`src/rtl/ask_fsk_rx_if.sv`:
```
// Link between the PWM line driver and the ASK/FSK receiver: two raw PWM lines in, decoded symbol out.
// Latency: none, this file only bundles wires.
// Backpressure: none, the receiver outputs are pulses and levels with no ready path.
interface ask_fsk_rx_if;
    logic       in_red;
    logic       in_green;
    logic [1:0] pair;
    logic       pair_valid;
    logic       carrier_ok;
    logic       amb_err;

    // Transmitter / line side: drives the PWM lines and observes the decoded result
    modport master (
        output in_red,
        output in_green,
        input  pair,
        input  pair_valid,
        input  carrier_ok,
        input  amb_err
    );

    // Receiver side
    modport slave (
        input  in_red,
        input  in_green,
        output pair,
        output pair_valid,
        output carrier_ok,
        output amb_err
    );
endinterface

```
`src/rtl/ask_fsk_rx.sv`:
```
// Two-line PWM duty-cycle receiver: measures per-window high counts, decodes a 2-bit symbol, tracks carrier lock.
// Latency: pair/pair_valid update the cycle after a window's last cycle (<= WIN_LEN+3 cycles from a line edge).
// Backpressure: none; pair_valid is a one-cycle pulse. Optional ASK_FSK_RX_AMBIG_EN suppresses ambiguous windows and flags amb_err.
module ask_fsk_rx #(
    parameter int WIN_LEN = 32,
    parameter int LO_MAX  = 3,
    parameter int HI_MIN  = 28
) (
    input  logic         clk,
    input  logic         rst_n,
    ask_fsk_rx_if.slave  bus
);

    localparam int CW = $clog2(WIN_LEN + 1);
    localparam int WW = (WIN_LEN > 1) ? $clog2(WIN_LEN) : 1;

    localparam logic [WW-1:0] WIN_LAST = WW'(WIN_LEN - 1);
    localparam logic [CW-1:0] LO_MAX_C = CW'(LO_MAX);
    localparam logic [CW-1:0] HI_MIN_C = CW'(HI_MIN);

    typedef enum logic [1:0] {
        NO_CARRIER = 2'd0,
        ACQUIRE    = 2'd1,
        LOCKED     = 2'd2
    } state_t;

    logic [1:0]    red_sync;
    logic [1:0]    grn_sync;
    logic          red_s;
    logic          grn_s;
    logic [WW-1:0] win_cnt;
    logic          win_last;
    logic [CW-1:0] cnt_r;
    logic [CW-1:0] cnt_g;
    logic [CW-1:0] tot_r;
    logic [CW-1:0] tot_g;
    logic          r_none;
    logic          g_none;
    logic          r_hi;
    logic          g_hi;
    logic          r_amb;
    logic          g_amb;
    logic          any_none;
    logic          ambig_blk;
    logic [1:0]    dec_pair;

    state_t        state;
    logic          acq_cnt;
    logic [1:0]    pair_q;
    logic          pair_valid_q;
    logic          carrier_ok_q;
    logic          amb_err_q;

    assign red_s    = red_sync[1];
    assign grn_s    = grn_sync[1];
    assign win_last = (win_cnt == WIN_LAST);

    // Two-flop synchronisers for the asynchronous PWM lines
    always_ff @(posedge clk or negedge rst_n) begin
        if (!rst_n) begin
            red_sync <= 2'b00;
            grn_sync <= 2'b00;
        end else begin
            red_sync <= {red_sync[0], bus.in_red};
            grn_sync <= {grn_sync[0], bus.in_green};
        end
    end

    // Free-running window position; high counters restart at the wrap, seeded with that cycle's sample
    always_ff @(posedge clk or negedge rst_n) begin
        if (!rst_n) begin
            win_cnt <= '0;
            cnt_r   <= '0;
            cnt_g   <= '0;
        end else begin
            win_cnt <= win_last ? '0 : win_cnt + 1'b1;
            if (win_cnt == '0) begin
                cnt_r <= CW'(red_s);
                cnt_g <= CW'(grn_s);
            end else begin
                cnt_r <= cnt_r + CW'(red_s);
                cnt_g <= cnt_g + CW'(grn_s);
            end
        end
    end

    // The last cycle's sample is not in the register yet, so fold it in combinationally
    assign tot_r    = cnt_r + CW'(red_s);
    assign tot_g    = cnt_g + CW'(grn_s);
    assign r_none   = (tot_r == '0);
    assign g_none   = (tot_g == '0);
    assign r_hi     = (tot_r >= HI_MIN_C);
    assign g_hi     = (tot_g >= HI_MIN_C);
    assign r_amb    = (tot_r > LO_MAX_C) && !r_hi;
    assign g_amb    = (tot_g > LO_MAX_C) && !g_hi;
    assign any_none = r_none | g_none;

    // Green HIGH repeats the red bit, anything else inverts it
    assign dec_pair = {(g_hi ? r_hi : !r_hi), r_hi};

`ifdef ASK_FSK_RX_AMBIG_EN
    assign ambig_blk = r_amb | g_amb;
`else
    // Ambiguous windows decode like any non-HIGH window
    logic unused_amb;
    assign unused_amb = r_amb | g_amb;
    assign ambig_blk  = 1'b0;
`endif

    // Carrier FSM and registered outputs, evaluated once per window end
    always_ff @(posedge clk or negedge rst_n) begin
        if (!rst_n) begin
            state        <= NO_CARRIER;
            acq_cnt      <= 1'b0;
            pair_q       <= 2'b00;
            pair_valid_q <= 1'b0;
            carrier_ok_q <= 1'b0;
            amb_err_q    <= 1'b0;
        end else begin
            pair_valid_q <= 1'b0;
            amb_err_q    <= 1'b0;
            if (win_last) begin
                case (state)
                    NO_CARRIER: begin
                        if (!any_none) begin
                            state   <= ACQUIRE;
                            acq_cnt <= 1'b0;
                        end
                    end
                    ACQUIRE: begin
                        if (any_none) begin
                            state <= NO_CARRIER;
                        end else if (acq_cnt) begin
                            state        <= LOCKED;
                            carrier_ok_q <= 1'b1;
                        end else begin
                            acq_cnt <= 1'b1;
                        end
                    end
                    LOCKED: begin
                        if (any_none) begin
                            state        <= NO_CARRIER;
                            carrier_ok_q <= 1'b0;
                        end else if (ambig_blk) begin
                            amb_err_q <= 1'b1;
                        end else begin
                            pair_q       <= dec_pair;
                            pair_valid_q <= 1'b1;
                        end
                    end
                    default: begin
                        state        <= NO_CARRIER;
                        carrier_ok_q <= 1'b0;
                    end
                endcase
            end
        end
    end

    assign bus.pair       = pair_q;
    assign bus.pair_valid = pair_valid_q;
    assign bus.carrier_ok = carrier_ok_q;
    assign bus.amb_err    = amb_err_q;

endmodule

```
`src/flat_wrapper.sv`:
```
// flat-port wrapper written by rule: the top's interface ports become plain ports
module ask_fsk_rx_flat 
#(
    parameter int WIN_LEN = 32,
    parameter int LO_MAX  = 3,
    parameter int HI_MIN  = 28
)
  (clk, rst_n, bus_in_red, bus_in_green, bus_pair, bus_pair_valid, bus_carrier_ok, bus_amb_err);
  ask_fsk_rx_if bus_i ();
  input  logic clk;
  input  logic rst_n;
  input wire logic [$bits(bus_i.in_red)-1:0] bus_in_red;
  input wire logic [$bits(bus_i.in_green)-1:0] bus_in_green;
  output wire logic [$bits(bus_i.pair)-1:0] bus_pair;
  output wire logic [$bits(bus_i.pair_valid)-1:0] bus_pair_valid;
  output wire logic [$bits(bus_i.carrier_ok)-1:0] bus_carrier_ok;
  output wire logic [$bits(bus_i.amb_err)-1:0] bus_amb_err;
  assign bus_i.in_red = bus_in_red;
  assign bus_i.in_green = bus_in_green;
  assign bus_pair = bus_i.pair;
  assign bus_pair_valid = bus_i.pair_valid;
  assign bus_carrier_ok = bus_i.carrier_ok;
  assign bus_amb_err = bus_i.amb_err;
  ask_fsk_rx #(.WIN_LEN(WIN_LEN), .LO_MAX(LO_MAX), .HI_MIN(HI_MIN)) u_core (.clk(clk), .rst_n(rst_n), .bus(bus_i));
endmodule
```
`config.mk`:
```
export PLATFORM = sky130hd
export DESIGN_NAME = ask_fsk_rx_flat
export DESIGN_NICKNAME = d
export VERILOG_FILES = /design/src/rtl/ask_fsk_rx_if.sv /design/src/rtl/ask_fsk_rx.sv /design/src/flat_wrapper.sv
export SDC_FILE = /design/constraint.sdc
export NUM_CORES = 1
export LEC_CHECK = 0
export ABC_CLOCK_PERIOD_IN_PS = 2700
export CELL_PAD_IN_SITES_DETAIL_PLACEMENT = 1
export CELL_PAD_IN_SITES_GLOBAL_PLACEMENT = 1
export CORE_AREA = 10 10 65 67
export DETAILED_ROUTE_END_ITERATION = 10
export DIE_AREA = 0 0 75 77
export GPL_ROUTABILITY_DRIVEN = 0
export PLACE_DENSITY = 0.83
export SLEW_MARGIN = 20
export SYNTH_ARGS = -nofsm -noshare
export SYNTH_HDL_FRONTEND = slang
export SYNTH_SLANG_ARGS = --single-unit
export TNS_END_PERCENT = 50
```
`constraint.sdc`:
```
create_clock -name clk -period 2.7 [get_ports clk]
set_input_delay 0.675 -clock clk [delete_from_list [all_inputs] [get_ports clk]]
set_output_delay 0.675 -clock clk [all_outputs]
set_load 0.02 [all_outputs]
```
==> run metrics <==
fin crit share 0.7913; CP peak stage delay roughly 0.42 ns; Core Footprint around 3000 um^2; DR vias/cell 5.413; FMAX approximately 470 MHz; Tmin final 2.137 ns; net count reported at finish between 100 and 150; initial antenna violation count 0; area of the multi-input gates about 570 um^2; Seq/Total Area, Yosys 0.5421; layout cells sized above 1 0.1795; power density over the cells 736.2 nW/um^2; DRT antenna net count 0; CP Capture Type flip-flop; Crit path top cell by count ha_1; worst-path cell chain ha_1 > ha_1 > xor2_1 > or3_1 > o22ai_2 > nor3_2 > mux2_4; Max FO, Critical Path 4; status finished clean; Hold Path Class flip-flop to flip-flop; final setup violation count 0; Seq. cell area around 700 um^2; Die Ht 77 um; Die Area 5775 um^2; WL final 2204 um; post-synth top area share 0.5421; syn_nets roughly 120; total CTS buffers 3; top_reg_cell synth dfrtp_1; Syn Std Cell Area 1292 um^2; Reg clk slew, reported paths around 0.15 ns; Max Root-Sink Buffers 2; Remaining DRCs 0; Root Buffer clkbuf_4; Yosys top cell by area dfrtp_1; syn_area_per_cell roughly 12 um^2; Area contributors post-synth dfrtp_1 (54%), ha_1 (8.7%), xor2_1 (5.4%), mux2_4 (3.5%), nor2b_1 (2.9%); Commonest cells post-synth dfrtp_1 (28), ha_1 (9), nor2_1 (8), xor2_1 (8); Req. time, crit path 2.94 ns; first-pass detailed-route iteration total 4; Yosys warnings 0; Die X 75 um; Post-synth ARST share 1.000; Final Hold Viols 0; ant diodes 0; fillers 322; clock skew 0.004468 ns; global-route wire length before repair about 3900 um; VDD IR-drop max 0.2459 mV; vias in the first global route about 870; largest net degree at the start of global routing 29; worst skew pair latency 0.33 ns; P_leak 0.0006536 uW; slowest cell on the critical path dfrtp_1; via count 812; Setup crit start kind flip-flop; WP buf/inv 0; DP Cell Count approximately 150; drt first-iter violations 27; Syn Inst Count between 100 and 150; Initial Utilization 0.4340; WL/cell roughly 15 um; Top delay family on crit path simple AND/OR/NAND/NOR gates; Post-synth EDFFs 0; RSZ-0062 raised after global routing no; std cell rows 20; Finished Layout Cells 150; htree depth 1; Unique masters post-synth 32; CP arrival 2.38 ns; Hold-fix buffers, CTS 0; P&R area growth vs syn 12.20%; Clock Sinks 28; postcts setup bufs 0; IO buf count 7; I/O pin total 9; dpl hpwl 1715 um; Overflow after GRT 0; Tot GR Track Use 0.08540; Sum Neg Setup Slack 0 ns; most common cell in the netlist dfrtp_1; Yosys reg bits 28; WS Path Type flip-flop to flip-flop; CTS tree built; Max Slew Vio Count 0; CTS resizes 0; max-cap viol count 0
## registers in the layout, summed over array words and instances (netlist names)
register	flops
u_core.bus.carrier_ok	1
u_core.red_sync	2
u_core.cnt_r	6
u_core.grn_sync	2
u_core.bus.pair	2
u_core.state	2
u_core.bus.pair_valid	1
u_core.acq_cnt	1
u_core.cnt_g	6
u_core.win_cnt	5
## cells by family after synthesis
| logic type | count (synthesis) | synth area share |
|---|---|---|
| AO/OA/AOI/OAI | 9 | 0.05131 |
| buffers and inverters | 6 | 0.02033 |
| adder cells (fa/ha/maj) | 9 | 0.08713 |
| other | 1 | 0.002901 |
| AND/OR/NAND/NOR | 38 | 0.1704 |
| XOR/XNOR | 10 | 0.07358 |
| multiplexers | 5 | 0.05227 |
| flip-flops | 28 | 0.5421 |
## placed cells by master, fill, tap and decap left out, types with 2 or more instances in the layout
cell type,instances
nor2_1,8
buf_4,2
xor2_1,8
nand3_2,2
mux2_2,2
clkdlybuf4s50_1,7
dfrtp_1,28
nand3_1,5
or3_1,2
o21ai_0,4
mux2_4,3
clkbuf_4,3
inv_1,4
ha_1,9
nand2_1,6
nor2b_1,6
## power by group
group	switching (uW)	internal [uW]
Clock	123	82.7
Sequential	73.7	497
Combinational	158	132
Total	355	712
## worst reg2reg max path, stage by stage, from the launching register on
cell	delay, ns
dfrtp_1	0.42
ha_1	0.20
ha_1	0.22
xor2_1	0.17
or3_1	0.35
o22ai_2	0.26
nor3_2	0.12
mux2_4	0.31
## path summary, 6_finish.rpt
path                                 endpoint  depth (start not counted)               start  slack, ns
setup reg to reg               u_core.acq_cnt                          7     u_core.cnt_r[0]       0.56
hold / removal             u_core.grn_sync[1]                          0  u_core.grn_sync[0]       0.37
min in group asynchronous  u_core.bus.pair[0]                          2               rst_n       0.70
setup / recovery               u_core.acq_cnt                          7     u_core.cnt_r[0]       0.56
hold reg to reg            u_core.grn_sync[1]                          0  u_core.grn_sync[0]       0.37
max in group asynchronous  u_core.grn_sync[1]                          2               rst_n       1.74
## stage by stage
stage	util	power [uW]	area, um^2	hold slack (ns)	setup WS [ns]
5_1_grt	0.4870	1154	1450	0.3835	0.4415
4_1_cts	0.4870	1089	1450	0.3730	0.5397
2_1_floorplan	-	794.0	1292	0.3312	0.7274
3_3_place_gp	0.4748	854.1	1414	0.3343	0.6278
3_5_place_dp	0.4748	880.4	1414	0.3393	0.5510
6_report	0.4870	1068	1450	0.3692	0.5634
## area by class of cell
class                      count  area share
tap                           33     0.02847
clock buffer                   4     0.02502
sequential                    28      0.4832
inverter                       4     0.01035
multi-input combinational     72      0.3943
timing repair buffer           9     0.05867
## layer usage
| layer | GRT usage | part of all wire | up-vias | wire, um |
|---|---|---|---|---|
| met5 | 0 | 0 | - | 0 |
| met4 | 0.02841 | 0.015 | 0 | 34 |
| met3 | 0.02317 | 0.038 | 5 | 84 |
| met2 | 0.1476 | 0.53 | 9 | 1160 |
| met1 | 0.09640 | 0.42 | 419 | 924 |
| li1 | - | - | 379 | - |
Power figures use the tool's default switching activity.
